$ cat config.mk
export PLATFORM = sky130hd
export DESIGN_NAME = pipeline_hazard_controller
export DESIGN_NICKNAME = d
export VERILOG_FILES = /design/src/rtl/pipeline_hazard_controller.sv
export SDC_FILE = /design/constraint.sdc
export NUM_CORES = 1
export LEC_CHECK = 0
export ABC_AREA = 0
export BUFFER_PORTS_ARGS = -buffer_cell sky130_fd_sc_hd__buf_2
export CELL_PAD_IN_SITES_DETAIL_PLACEMENT = 1
export CELL_PAD_IN_SITES_GLOBAL_PLACEMENT = 2
export CORE_ASPECT_RATIO = 1.25
export CORE_MARGIN = 2
export CORE_UTILIZATION = 30
export DETAILED_ROUTE_END_ITERATION = 12
export PLACE_DENSITY = 0.83
export SYNTH_ARGS = -nofsm -noshare
export SYNTH_HDL_FRONTEND = slang
export SYNTH_SLANG_ARGS = --single-unit
$ cat constraint.sdc
create_clock -name clk -period 5.7 [get_ports clk]
set_input_delay 1.14 -clock clk [delete_from_list [all_inputs] [get_ports clk]]
set_output_delay 1.14 -clock clk [all_outputs]
set_load 0.005 [all_outputs]
$ cat src/rtl/pipeline_hazard_controller.sv
// pipeline_hazard_controller: load-use, branch-flush and LSU-wait stall sequencer; HAZARD_PERF_COUNTERS_EN adds perf counters
module pipeline_hazard_controller #(
  parameter int unsigned MEM_TIMEOUT = 255
) (
  input  logic        clk,
  input  logic        rst_n,
  input  logic [3:0]  rs1_ID,
  input  logic [3:0]  rs2_ID,
  input  logic        rs1_used_ID,
  input  logic        rs2_used_ID,
  input  logic [3:0]  rd_EX,
  input  logic        regfile_we_EX,
  input  logic        is_load_EX,
  input  logic        invalid_EX,
  input  logic        branch_taken_EX,
  input  logic        lsu_req_MEM,
  input  logic        lsu_ack_MEM,
  output logic        stall_IF,
  output logic        stall_ID,
  output logic        stall_EX,
  output logic        stall_MEM,
  output logic        invalid_ID,
  output logic        invalid_EX_inj,
  output logic [15:0] mem_wait_cnt,
`ifdef HAZARD_PERF_COUNTERS_EN
  output logic [31:0] stall_cycles,
  output logic [31:0] flush_count,
  output logic [31:0] load_use_count,
`endif
  output logic        bus_error
);
  typedef enum logic [1:0] {RUN, MEM_WAIT, ERROR} state_t;
  localparam logic [15:0] TIMEOUT = 16'(MEM_TIMEOUT);
  state_t state_q, state_d;
  logic [15:0] mem_wait_cnt_q, mem_wait_cnt_d, cnt_next;
  logic bus_error_q, bus_error_d;
  logic mem_busy, load_use, err, stall_all, flush, bubble;
  assign mem_busy = lsu_req_MEM & ~lsu_ack_MEM;
  assign load_use = is_load_EX & regfile_we_EX & ~invalid_EX & (rd_EX != 4'd0) &
                    ((rs1_used_ID & (rs1_ID == rd_EX)) | (rs2_used_ID & (rs2_ID == rd_EX)));
  // next state, wait counter and hazard decode with memory > branch > load-use priority
  always_comb begin
    err = state_q == ERROR;
    stall_all = err | mem_busy;
    flush = ~stall_all & branch_taken_EX;
    bubble = ~stall_all & ~branch_taken_EX & load_use;
    cnt_next = (state_q == RUN) ? 16'd1 : mem_wait_cnt_q + 16'd1;
    state_d = err ? ERROR : mem_busy ? ((cnt_next == TIMEOUT) ? ERROR : MEM_WAIT) : RUN;
    mem_wait_cnt_d = err ? mem_wait_cnt_q : mem_busy ? cnt_next : 16'd0;
    bus_error_d = state_d == ERROR;
  end
  // reset forces bubbles with no stalls so the pipeline drains clean
  always_comb begin
    stall_IF = rst_n & (stall_all | bubble);
    stall_ID = rst_n & (stall_all | bubble);
    stall_EX = rst_n & stall_all;
    stall_MEM = rst_n & stall_all;
    invalid_ID = ~rst_n | err | flush;
    invalid_EX_inj = ~rst_n | err | flush | bubble;
  end
  // state and registered status
  always_ff @(posedge clk) begin
    if (!rst_n) begin
      state_q <= RUN;
      mem_wait_cnt_q <= 16'd0;
      bus_error_q <= 1'b0;
    end else begin
      state_q <= state_d;
      mem_wait_cnt_q <= mem_wait_cnt_d;
      bus_error_q <= bus_error_d;
    end
  end
  assign mem_wait_cnt = mem_wait_cnt_q;
  assign bus_error = bus_error_q;
`ifdef HAZARD_PERF_COUNTERS_EN
  logic [31:0] stall_cycles_q, stall_cycles_d, flush_count_q, flush_count_d;
  logic [31:0] load_use_count_q, load_use_count_d;
  // event counters, wrapping naturally
  always_comb begin
    stall_cycles_d = stall_cycles_q + {31'd0, stall_IF};
    flush_count_d = flush_count_q + {31'd0, flush};
    load_use_count_d = load_use_count_q + {31'd0, bubble};
  end
  // counter registers
  always_ff @(posedge clk) begin
    if (!rst_n) begin
      stall_cycles_q <= 32'd0;
      flush_count_q <= 32'd0;
      load_use_count_q <= 32'd0;
    end else begin
      stall_cycles_q <= stall_cycles_d;
      flush_count_q <= flush_count_d;
      load_use_count_q <= load_use_count_d;
    end
  end
  assign stall_cycles = stall_cycles_q;
  assign flush_count = flush_count_q;
  assign load_use_count = load_use_count_q;
`endif
endmodule

* After elaboration in Yosys (flattened, before gate mapping)
Index checks and enable logic that the tools add are counted.
Storage, ports and cells: latch bits 0, output and inout port bits 23, input port bits 22, RAM bits 0, memories kept 0, logic and storage cells 39, flip-flop bits (word level) 19, memory bits (read-only) 0
Operators by class: $lt $le $gt $ge 0, equality and inequality tests 5, reductions and logical operators 2, $add $sub $neg 1, shifts and indexed selects 0, divide/modulo/power cells 0, multipliers 0, muxes and demuxes 5, bitwise gates (word level) 23
Operator list (count):
- two-way mux 16 bit | 2
- adder 16 x 1 -> 16 bit, second input constant | 1
- == test 16 x 8 -> 1 bit, second input constant | 1
- AND 1 bit | 12
- == test 4 bit | 2
- two-way mux 2 bit | 3
- bitwise OR 1 bit | 6
- inverter 1 bit | 5
- == test 2 bit, second input constant | 2
- nonzero test 4 bit | 1
- logical NOT 2 bit | 1

* Depth between registers and ports, before layout
Gate-level depths: netlist (run 1).
depth after elaboration 8, gate-level depth with buffers 8, depth with buffers taken out 7

* Least setup slack after synthesis (run 1)
OpenSTA, ideal clock, no wires.
path type input -> output, from in rd_EX[2], to out stall_IF, arrival 2398 ps, cell stages on the path 6, slack 2162 ps, buffers on the path 1, required time 4560 ps, path through xor2_1 -> nor4_1 -> a31oi_1 -> or4_1 -> o21ai_0 -> buf_4
Between the ends: word-level cells in the longest chain between the ends 7, elaborated cells between the ends (all ways) 11, those cells by class eq/ne: 2; bitwise: 8; reduce/logical: 1
Ends and longest elaborated chain:
- from (decl) | RTL line 11 | input logic [3:0] rd_EX,
- == test 4 bit | RTL line 40 | ((rs1_used_ID & (rs1_ID == rd_EX)) | (rs2_used_ID & (rs2_ID == rd_EX)));
- AND 1 bit | RTL line 40
- bitwise OR 1 bit | RTL line 40
- AND 1 bit (*) | RTL line 39 | assign load_use = is_load_EX & regfile_we_EX & ~invalid_EX & (rd_EX != 4'd0) &
- AND 1 bit (*) | RTL line 46 | bubble = ~stall_all & ~branch_taken_EX & load_use;
- bitwise OR 1 bit (*)
- AND 1 bit (*)
- to (decl) | RTL line 18 | output logic stall_IF,
Every way passes the cells marked *; elsewhere a longest branch is shown, timed or not.

* Worst setup path after layout (run 1)
from in rd_EX[2], to out stall_ID
Between the ends: word-level cells in the longest chain between the ends 7, elaborated cells between the ends (all ways) 11, those cells by class eq/ne: 2; bitwise: 8; reduce/logical: 1
Ends and longest elaborated chain:
- == test 4 bit | RTL line 40
- AND 1 bit | RTL line 40
- bitwise OR 1 bit | RTL line 40
- AND 1 bit (*) | RTL line 39
- AND 1 bit (*) | RTL line 46
- bitwise OR 1 bit (*) | RTL line 55 | stall_ID = rst_n & (stall_all | bubble);
- AND 1 bit (*) | RTL line 55
- to (decl) | RTL line 19 | output logic stall_ID,
Marks and branches as above.

==> results of run 1 <==
## critical path: cells and delay by family
kind | cells | cell delay (ps)
AND/OR/NAND/NOR | 2 | 670
buffers and inverters | 2 | 270
AO/OA/AOI/OAI | 2 | 270
XOR/XNOR | 1 | 160
## stage by stage
step / instance area [sq um] / hold slack [ps] / utilization
2_1_floorplan: 1380 / 490 / -
3_3_place_gp: 1590 / 507 / 0.360
3_5_place_dp: 1590 / 517 / 0.360
4_1_cts: 1640 / 528 / 0.370
5_1_grt: 1640 / 571 / 0.370
6_report: 1640 / 520 / 0.370
## sequential cells by signal, summed over array words and instances, names as in the netlist
signal / count
state_q: 2
mem_wait_cnt: 16
bus_error: 1
## layout make-up
class                           instances  share of cell area
Tap cell                               58              0.0443
Timing Repair Buffer                   44               0.135
Multi-Input combinational cell        144               0.554
Sequential cell                        19               0.232
Clock buffer                            4              0.0275
Inverter                                3             0.00688
## final timing paths
kind	startpoint	end	slack [ps]
max	rd_EX[2]	stall_ID	2040
min	mem_wait_cnt[15]$_SDFFE_PN0N_	mem_wait_cnt[15]$_SDFFE_PN0N_	520
max reg2reg	mem_wait_cnt[0]$_SDFFE_PN0N_	state_q[0]$_SDFF_PN0_	3150
min reg2reg	mem_wait_cnt[15]$_SDFFE_PN0N_	mem_wait_cnt[15]$_SDFFE_PN0N_	520
## cell usage after synthesis (all sizes together) (4+ instances only)
cell type,number,area share
buf,8,0.043
o21ai,20,0.072
a21oi,11,0.040
xor2,8,0.051
dfxtp,19,0.28
nand4,6,0.038
nand2,15,0.041
nand3,10,0.036
nor4,5,0.023
o31ai,4,0.022
nor2,14,0.038
nor3,7,0.025
## routing by layer
metal | part of all wire | wire (um) | up-vias | global-route usage
li1 | - | - | 733 | -
met1 | 0.44 | 1740 | 683 | 0.189
met2 | 0.51 | 2010 | 42 | 0.302
met3 | 0.042 | 165 | 4 | 0.0155
met4 | 0.012 | 49 | 0 | 0.0660
met5 | 0 | 0 | - | 0
## power groups by stage
stage	logic (uW)	registers, uW	clock network, uW
after floorplan	11.8	137	0
after global placement	24.8	137	0
after detailed placement	25.1	137	0
after CTS	25.2	134	102
after global routing	27.8	134	107
final	24.7	134	97.1
## kinds of logic (layout without fill, tap and decap cells)
group | count (synthesis) | in the layout
xor gates and xnor gates | 10 | 10
and+or+nand+nor | 81 | 81
adders and majority gates | 1 | 1
DFF | 19 | 19
AOI/OAI and AO/OA | 50 | 50
muxes | 2 | 2
buffers and inverters | 14 | 51
==> metrics.txt, run 1 <==
CTS tree=done; initial antenna violation count=0; # clock sinks=19; worst skew pair latency=260 ps; NetSw=60.7 uW; die area=slightly above 5000 sq um; FILL cells=between 500 and 600; # IOs=45; largest family of logic cells by synthesized area=simple AND/OR/NAND/NOR gates; post-synthesis compound-gate area fraction=0.243; CP Launch Type=input pin; Post-Route WL=~4000 um; first-pass GRT wire length=about 6700 um; Post-Syn Area=roughly 1400 sq um; CORE AREA=approximately 4400 sq um; Post-CTS Hold Buffers=0; max frequency=273 MHz; Root Buffer=clkbuf_8; Final Instance Count excl. Fillers=roughly 270; worst-margin pin slew=between 600 and 700 ps; xor-xnor portion of the synthesized cell area=0.0634; crit path max fanout=3; adder-cell area share of the yosys netlist=0.00906; Iter 0 DRT Violations=between 50 and 60; r2r worst-path depth=7; Tcrit/Tclk final=0.642; status=finished, final reports clean; Die Y=between 70 and 80 um; Nets=roughly 240; Yosys warning total=0; Synth async-reset ratio=0; number of synthesized flops with an enable pin=0; simple logic cell fraction of the synthesized area=0.327; post-placement setup slack=around 2000 ps; CTS Buf Count=3; WL/cell=14.6 um; crit path time final=3660 ps; Placed Cells=roughly 270; Netlist cell types=~50; post-synthesis sequential area ratio=0.275; routability cong.=0.764; port bufs=44; GRT Resource Usage Total=0.163; CP peak stage delay=approximately 400 ps; mux cell area share after synthesis=0.0145; CP Data Required Time=roughly 4600 ps; HP Class=flip-flop to flip-flop; Clock H-tree levels=1; Max-cap violations=0; commonest non-fill, non-tap cell in the layout=buf_2; P_int=a little under 200 uW; vias=approximately 1500; n_diodes=0; total negative slack=0 ps; Residual DRC=0; crit-path cells=buf_2 > xor2_1 > nor4_1 > a31oi_1 > or4_1 > o21ai_0 > buf_2; Final Setup Violations=0; area of the multi-input gates=between 900 and 1000 sq um; Hold Crit Depth=2; syn_area_per_cell=slightly below 8 sq um; Initial DRT Pass Iterations=4; Most used DFF post-synth=dfxtp_1; Crit path arrival time=2520 ps; Die X=roughly 65 um; Net Sw Frac=0.237; Max clock buf depth=2; Seq cells post-synth=19; initial core utilization=0.312; Pleak=between 0.0006 and 0.0007 uW; GR Overflow Total=0; vias in the first global route=roughly 1500; unrepaired setup endpoints after global routing=false; Setup Skew=~6.7 ps; share of layout cells above drive strength 1=0.262; Setup WS post-layout=roughly 2000 ps; largest net degree at the start of global routing=14; area grow syn2layout=18.5%; most frequent cells in the layout=buf_2 (44), o21ai_0 (20), dfxtp_1 (19); PostCTS Resize Cnt=0; nature of the critical path endpoint=output pin; Syn Inst Count=about 180; Crit-path slowest cell=or4_1; Hold Vio Cnt, Final=0; Setup Fix Bufs, Post-CTS=0; Register Area=380 sq um; DP Wirelength=around 3000 um; WS Path Type=input pin to output pin; Clk pin slew, worst setup/hold paths=~70 ps; slew margin rel.=0.591; Final Power=approximately 260 uW; Seq pwr share=0.524; Comb pwr share=0.097; cell area power density=156 nW/um^2; syn_nets=200; CP most frequent cell=buf_2; average via count per standard cell=5.38; post-route ant nets=0; peak supply drop=~67 uV; fin. max-slew vios=0; row count=27; clock power share=0.379
Power figures use the tool's default switching activity.
==> inputs of run 2 (changes only) <==
CORE_UTILIZATION = 28   (was 30)
PLACE_DENSITY = 0.79   (was 0.83)
clock period = 3.7 ns   (was 5.7 ns; I/O delays follow)
==> run 2 against run 1 <==
Worst hold slack lost 5.6 ps. Cell count grew 0.74%. Register-to-register slack lost 2000 ps. First-iteration DRC count shrank 2.0%. Critical path type unchanged. Largest power group unchanged.
==> metrics.txt, run 2 (synthesized netlist as in run 1, its figures left out) <==
status=finished, final reports clean; initial antenna violation count=0 (unchanged); # IOs=45 (unchanged); cell area power density=241 nW/um^2 (+54%); CTS Buf Count=3 (unchanged); n_diodes=0 (unchanged); Hold Vio Cnt, Final=0 (unchanged); worst-margin pin slew=550 ps (-60.6 ps); unrepaired setup endpoints after global routing=false; WS Path Type=input pin to output pin; Die X=66.8 um (+3.3%); fin util=0.347 (-0.0232); WHS=514 ps (-5.64 ps); commonest non-fill, non-tap cell in the layout=buf_2; CORE AREA=4730 sq um (+6.9%); nature of the critical path endpoint=output pin; HP Class=flip-flop to flip-flop; GR Overflow Total=0 (unchanged); Residual DRC=0 (unchanged); routability cong.=0.748 (-2.0%); Placed Cells=270 (+0.75%); Max-cap violations=0 (unchanged); Crit-path slowest cell=or4_1; PostCTS Resize Cnt=0 (unchanged); GRT Resource Usage Total=0.158 (-0.00525); CP Launch Type=input pin; max frequency=344 MHz; Final Instance Count excl. Fillers=274 (+0.74%); Final Setup Violations=0 (unchanged); peak supply drop=99.3 uV (+48%); Post-Route WL=4020 um (+1.3%); Largest register FFs=16 (unchanged); CP Data Required Time=2960 ps (-1600 ps); port bufs=44 (unchanged); worst skew pair latency=260 ps (about the same); largest net degree at the start of global routing=14 (unchanged); CP most frequent cell=buf_2; crit path max fanout=3 (unchanged); most frequent cells in the layout=buf_2 (44), o21ai_0 (20), dfxtp_1 (19); first-pass GRT wire length=6670 um (-0.10%); Max clock buf depth=2 (unchanged); Clk pin slew, worst setup/hold paths=80 ps (about the same); total negative slack=0 ps (unchanged); crit path time final=2910 ps; vias=1469 (+0.48%); die area=5510 sq um (+6.7%); Clock H-tree levels=1 (unchanged); Setup Fix Bufs, Post-CTS=0 (unchanged); Post-CTS Hold Buffers=0 (unchanged); initial core utilization=0.292 (-0.0201); Die Y=82.5 um (+3.3%); WL/cell=14.7 um (+0.52%); # clock sinks=19 (unchanged); CTS tree=done; row count=28 (+3.7%); Pleak=0.000661 uW (unchanged); area grow syn2layout=18.7%; Initial DRT Pass Iterations=4 (unchanged); Iter 0 DRT Violations=50 (-2.0%); Setup Skew=2.05 ps (-4.67 ps); share of layout cells above drive strength 1=0.262 (unchanged); crit-path cells=buf_2 > xor2_1 > nor4_1 > a31oi_1 > or4_1 > o21ai_0 > buf_2; Crit path arrival time=2170 ps (-350 ps); Nets=238 (unchanged); fin. max-slew vios=0 (unchanged); Root Buffer=clkbuf_8; vias in the first global route=1464 (-2.1%); FILL cells=620 (+6.9%); Tcrit/Tclk final=0.786; CP peak stage delay=420 ps (about the same); post-route ant nets=0 (unchanged); slew margin rel.=0.630 (+0.0391); cell family with most CP delay=simple AND/OR/NAND/NOR gates; DP Wirelength=3150 um (+3.1%); WP buf/inv=2 (unchanged); average via count per standard cell=5.36 (-0.25%)
## run 2: metrics by stage
step / area [sq um] / power (uW) / worst slack, ps
floorplan: 1380 / 229 / 962
detailed placement: 1590 / 250 / 812
global route: 1640 / 414 / 687
global placement: 1590 / 250 / 844
CTS: 1640 / 403 / 804
finish: 1640 / 395 / 793
## run 2: final timing paths
path / startpoint / end / slack, ps / cells past startpoint
max reg2reg: mem_wait_cnt[0]$_SDFFE_PN0N_ / state_q[0]$_SDFF_PN0_ / 1130 / 7
min: mem_wait_cnt[15]$_SDFFE_PN0N_ / mem_wait_cnt[15]$_SDFFE_PN0N_ / 510 / 2
max: rd_EX[2] / stall_ID / 790 / 7
min reg2reg: mem_wait_cnt[15]$_SDFFE_PN0N_ / mem_wait_cnt[15]$_SDFFE_PN0N_ / 510 / 2
## run 2: layout make-up
class,instances,area (sq um),area share
multi-input combinational,144,907,0.553
sequential,19,380,0.232
tap,60,75.1,0.0458
clock buffer,4,45.0,0.0275
inverter,3,11.3,0.00687
timing repair buffer,44,220,0.134
## run 2: metal layers
metal  part of all wire  vias to the layer above  global-route usage  wire length, um
li1                   -                      727                   -                -
met1               0.43                      699               0.176             1720
met2               0.51                       39               0.295             2060
met3              0.046                        4              0.0271              184
met4              0.014                        0              0.0592               57
met5                  0                        -                   0                0
## run 2: where the power goes
part	switching, uW	internal, uW	leakage, uW
clock	74.1	76.7	0.0000228
combinational	18.7	19.1	0.000485
sequential	1.61	205	0.000153
total	94.4	301	0.000661
## run 2: worst min-delay path, stage by stage (launching register included)
cell,delay (ps)
dfxtp_1,350
nand2_1,70
o31ai_1,60
==> inputs of run 3 (changes only) <==
clock period = 2.8 ns   (was 3.7 ns; I/O delays follow)
==> run 3 against run 2 <==
Critical path depth unchanged. Sequential cell count unchanged. Power grew 34%. Non-clock buffer count grew 9. Global-route usage increased by 0.54 points. Via count rose by 0.68%. Setup slack worse by 540 ps. Die area unchanged. Clock power is 36% higher. Sequential power up 32%. Critical path type unchanged. Largest cell class unchanged. Highest routed layer unchanged.
==> metrics.txt, run 3 (synthesized netlist as in run 1, its figures left out) <==
status=finished, final reports clean; Comb pwr share=0.094 (-0.002); routability cong.=0.792 (+5.8%); WL/cell=14.5 um (-0.99%); n_diodes=0 (unchanged); post-route ant nets=0 (unchanged); Iter 0 DRT Violations=52 (+4.0%); Tcrit/Tclk final=0.909; r2r worst-path depth=7 (unchanged); top sig layer=met4; initial core utilization=0.292 (unchanged); crit path time final=approximately 2500 ps; Pleak=0.000707 uW (+7.0%); crit path max fanout=3 (unchanged); Setup Skew=3.42 ps (+1.37 ps); Metal-1 WL=1770 um (+2.9%); CP Launch Type=input pin; first-pass GRT wire length=6880 um (+3.1%); Max-cap violations=0 (unchanged); die area=5510 sq um (unchanged); Hold Path Sink=mem_wait_cnt[15]$_SDFFE_PN0N_; worst-margin pin slew=576 ps (+25.9 ps); Nets=247 (+3.8%); met3 routed wirelength=166 um (-9.8%); area grow syn2layout=23.6%; WS Path Type=input pin to output pin; Die X=66.8 um (unchanged); # clock sinks=19 (unchanged); Net Sw Frac=0.247 (+0.00823); fin. max-slew vios=0 (unchanged); Crit-path slowest cell=or4_1; Seq pwr share=0.517 (-0.006); Clock H-tree levels=1 (unchanged); CTS Buf Count=3 (unchanged); Setup WS post-layout=255 ps (-537 ps); CORE AREA=4730 sq um (unchanged); CP most frequent cell=buf_2; HP Class=flip-flop to flip-flop; Residual DRC=0 (unchanged); total negative slack=0 ps (unchanged); slew margin rel.=0.615 (-0.0159); worst r2r src=mem_wait_cnt[0]$_SDFFE_PN0N_; average via count per standard cell=5.23 (-2.5%); largest net degree at the start of global routing=13 (-1); Post-Route WL=4110 um (+2.3%); post-placement setup slack=239 ps (-573 ps); CTS tree=done; DP Wirelength=3210 um (+2.0%); Root Buffer=clkbuf_8; share of layout cells above drive strength 1=0.291 (+0.0298); Hold Crit Depth=2 (unchanged); CP peak stage delay=420 ps (about the same); CP Data Required Time=2240 ps (-720 ps); NetSw=131 uW (+38%); r2r setup slk=420 ps (-710 ps); PostCTS Resize Cnt=0 (unchanged); worst r2r dst=state_q[0]$_SDFF_PN0_; initial antenna violation count=0 (unchanged); Post-CTS Hold Buffers=0 (unchanged); Setup Fix Bufs, Post-CTS=0 (unchanged); port bufs=44 (unchanged); Initial DRT Pass Iterations=4 (unchanged); most frequent cells in the layout=buf_2 (44), o21ai_0 (20), dfxtp_1 (19); clock power share=0.389 (+0.008); max frequency=393 MHz; vias=1479 (+0.68%); P_int=398 uW (+32%); crit-path cells=buf_2 > xor2_1 > nor4_1 > a31oi_1 > or4_1 > o21ai_0 > buf_2; Clk pin slew, worst setup/hold paths=80 ps (about the same); hold path start=mem_wait_cnt[15]$_SDFFE_PN0N_; WL met2=2110 um (+2.5%); cell area power density=310 nW/um^2 (+28%); Max clock buf depth=2 (unchanged); worst skew pair latency=260 ps (about the same); # IOs=45 (unchanged); Crit path arrival time=1980 ps (-190 ps); unrepaired setup endpoints after global routing=false; Final Setup Violations=0 (unchanged); Largest register FFs=16 (unchanged); GRT Resource Usage Total=0.163 (+0.00541); vias in the first global route=1497 (+2.3%); Hold Vio Cnt, Final=0 (unchanged); CP Launch Point=rd_EX[2]; Die Y=82.5 um (unchanged); peak supply drop=137 uV (+38%); nature of the critical path endpoint=output pin; row count=28 (unchanged); GR Overflow Total=0 (unchanged); commonest non-fill, non-tap cell in the layout=buf_2
==> run 3: worst max-delay path: cells and delay by family <==
| kind | cells | cell delay [ps] |
|---|---|---|
| AND/OR/NAND/NOR | 2 | 710 |
| AO/OA/AOI/OAI | 2 | 290 |
| buffers and inverters | 2 | 280 |
| XOR/XNOR | 1 | 150 |
==> run 3: layer usage <==
metal  track usage  vias to the layer above
met2         0.316                       43
met4        0.0551                        0
met5             0                        -
met3        0.0230                        4
li1              -                      755
met1         0.179                      677
==> run 3: layout make-up <==
cell class / count / area (sq um)
clock buffer: 4 / 45.0
fill: 615 / 3020
inverter: 3 / 11.3
multi-input combinational: 144 / 907
sequential: 19 / 380
tap: 60 / 75.1
timing repair buffer: 53 / 288
==> run 3: power groups by stage <==
stage	registers [uW]	clock network, uW	logic [uW]
final	273	206	49.4
after global routing	274	219	55.4
after CTS	273	208	50.4
after detailed placement	280	0	50.2
after global placement	280	0	49.9
after floorplan	279	0	24.1
==> run 3: how the worst max path moves through the flow <==
stage / to / slack [ps] / cells past startpoint
finish: stall_ID / 260 / 7
floorplan: stall_IF / 420 / 6
global route: stall_IF / 110 / 7
global placement: stall_ID / 250 / 7
detailed placement: stall_ID / 240 / 7
CTS: stall_ID / 230 / 7
==> run 3: per-stage QoR <==
stage	hold WS, ps	area [sq um]	util	total power (uW)	cells
finish	520	1710	0.361	528	283
global route	568	1710	0.361	548	283
CTS	521	1710	0.361	531	283
detailed placement	503	1660	0.351	330	279
global placement	502	1660	0.351	330	279
floorplan	490	1380	-	303	177
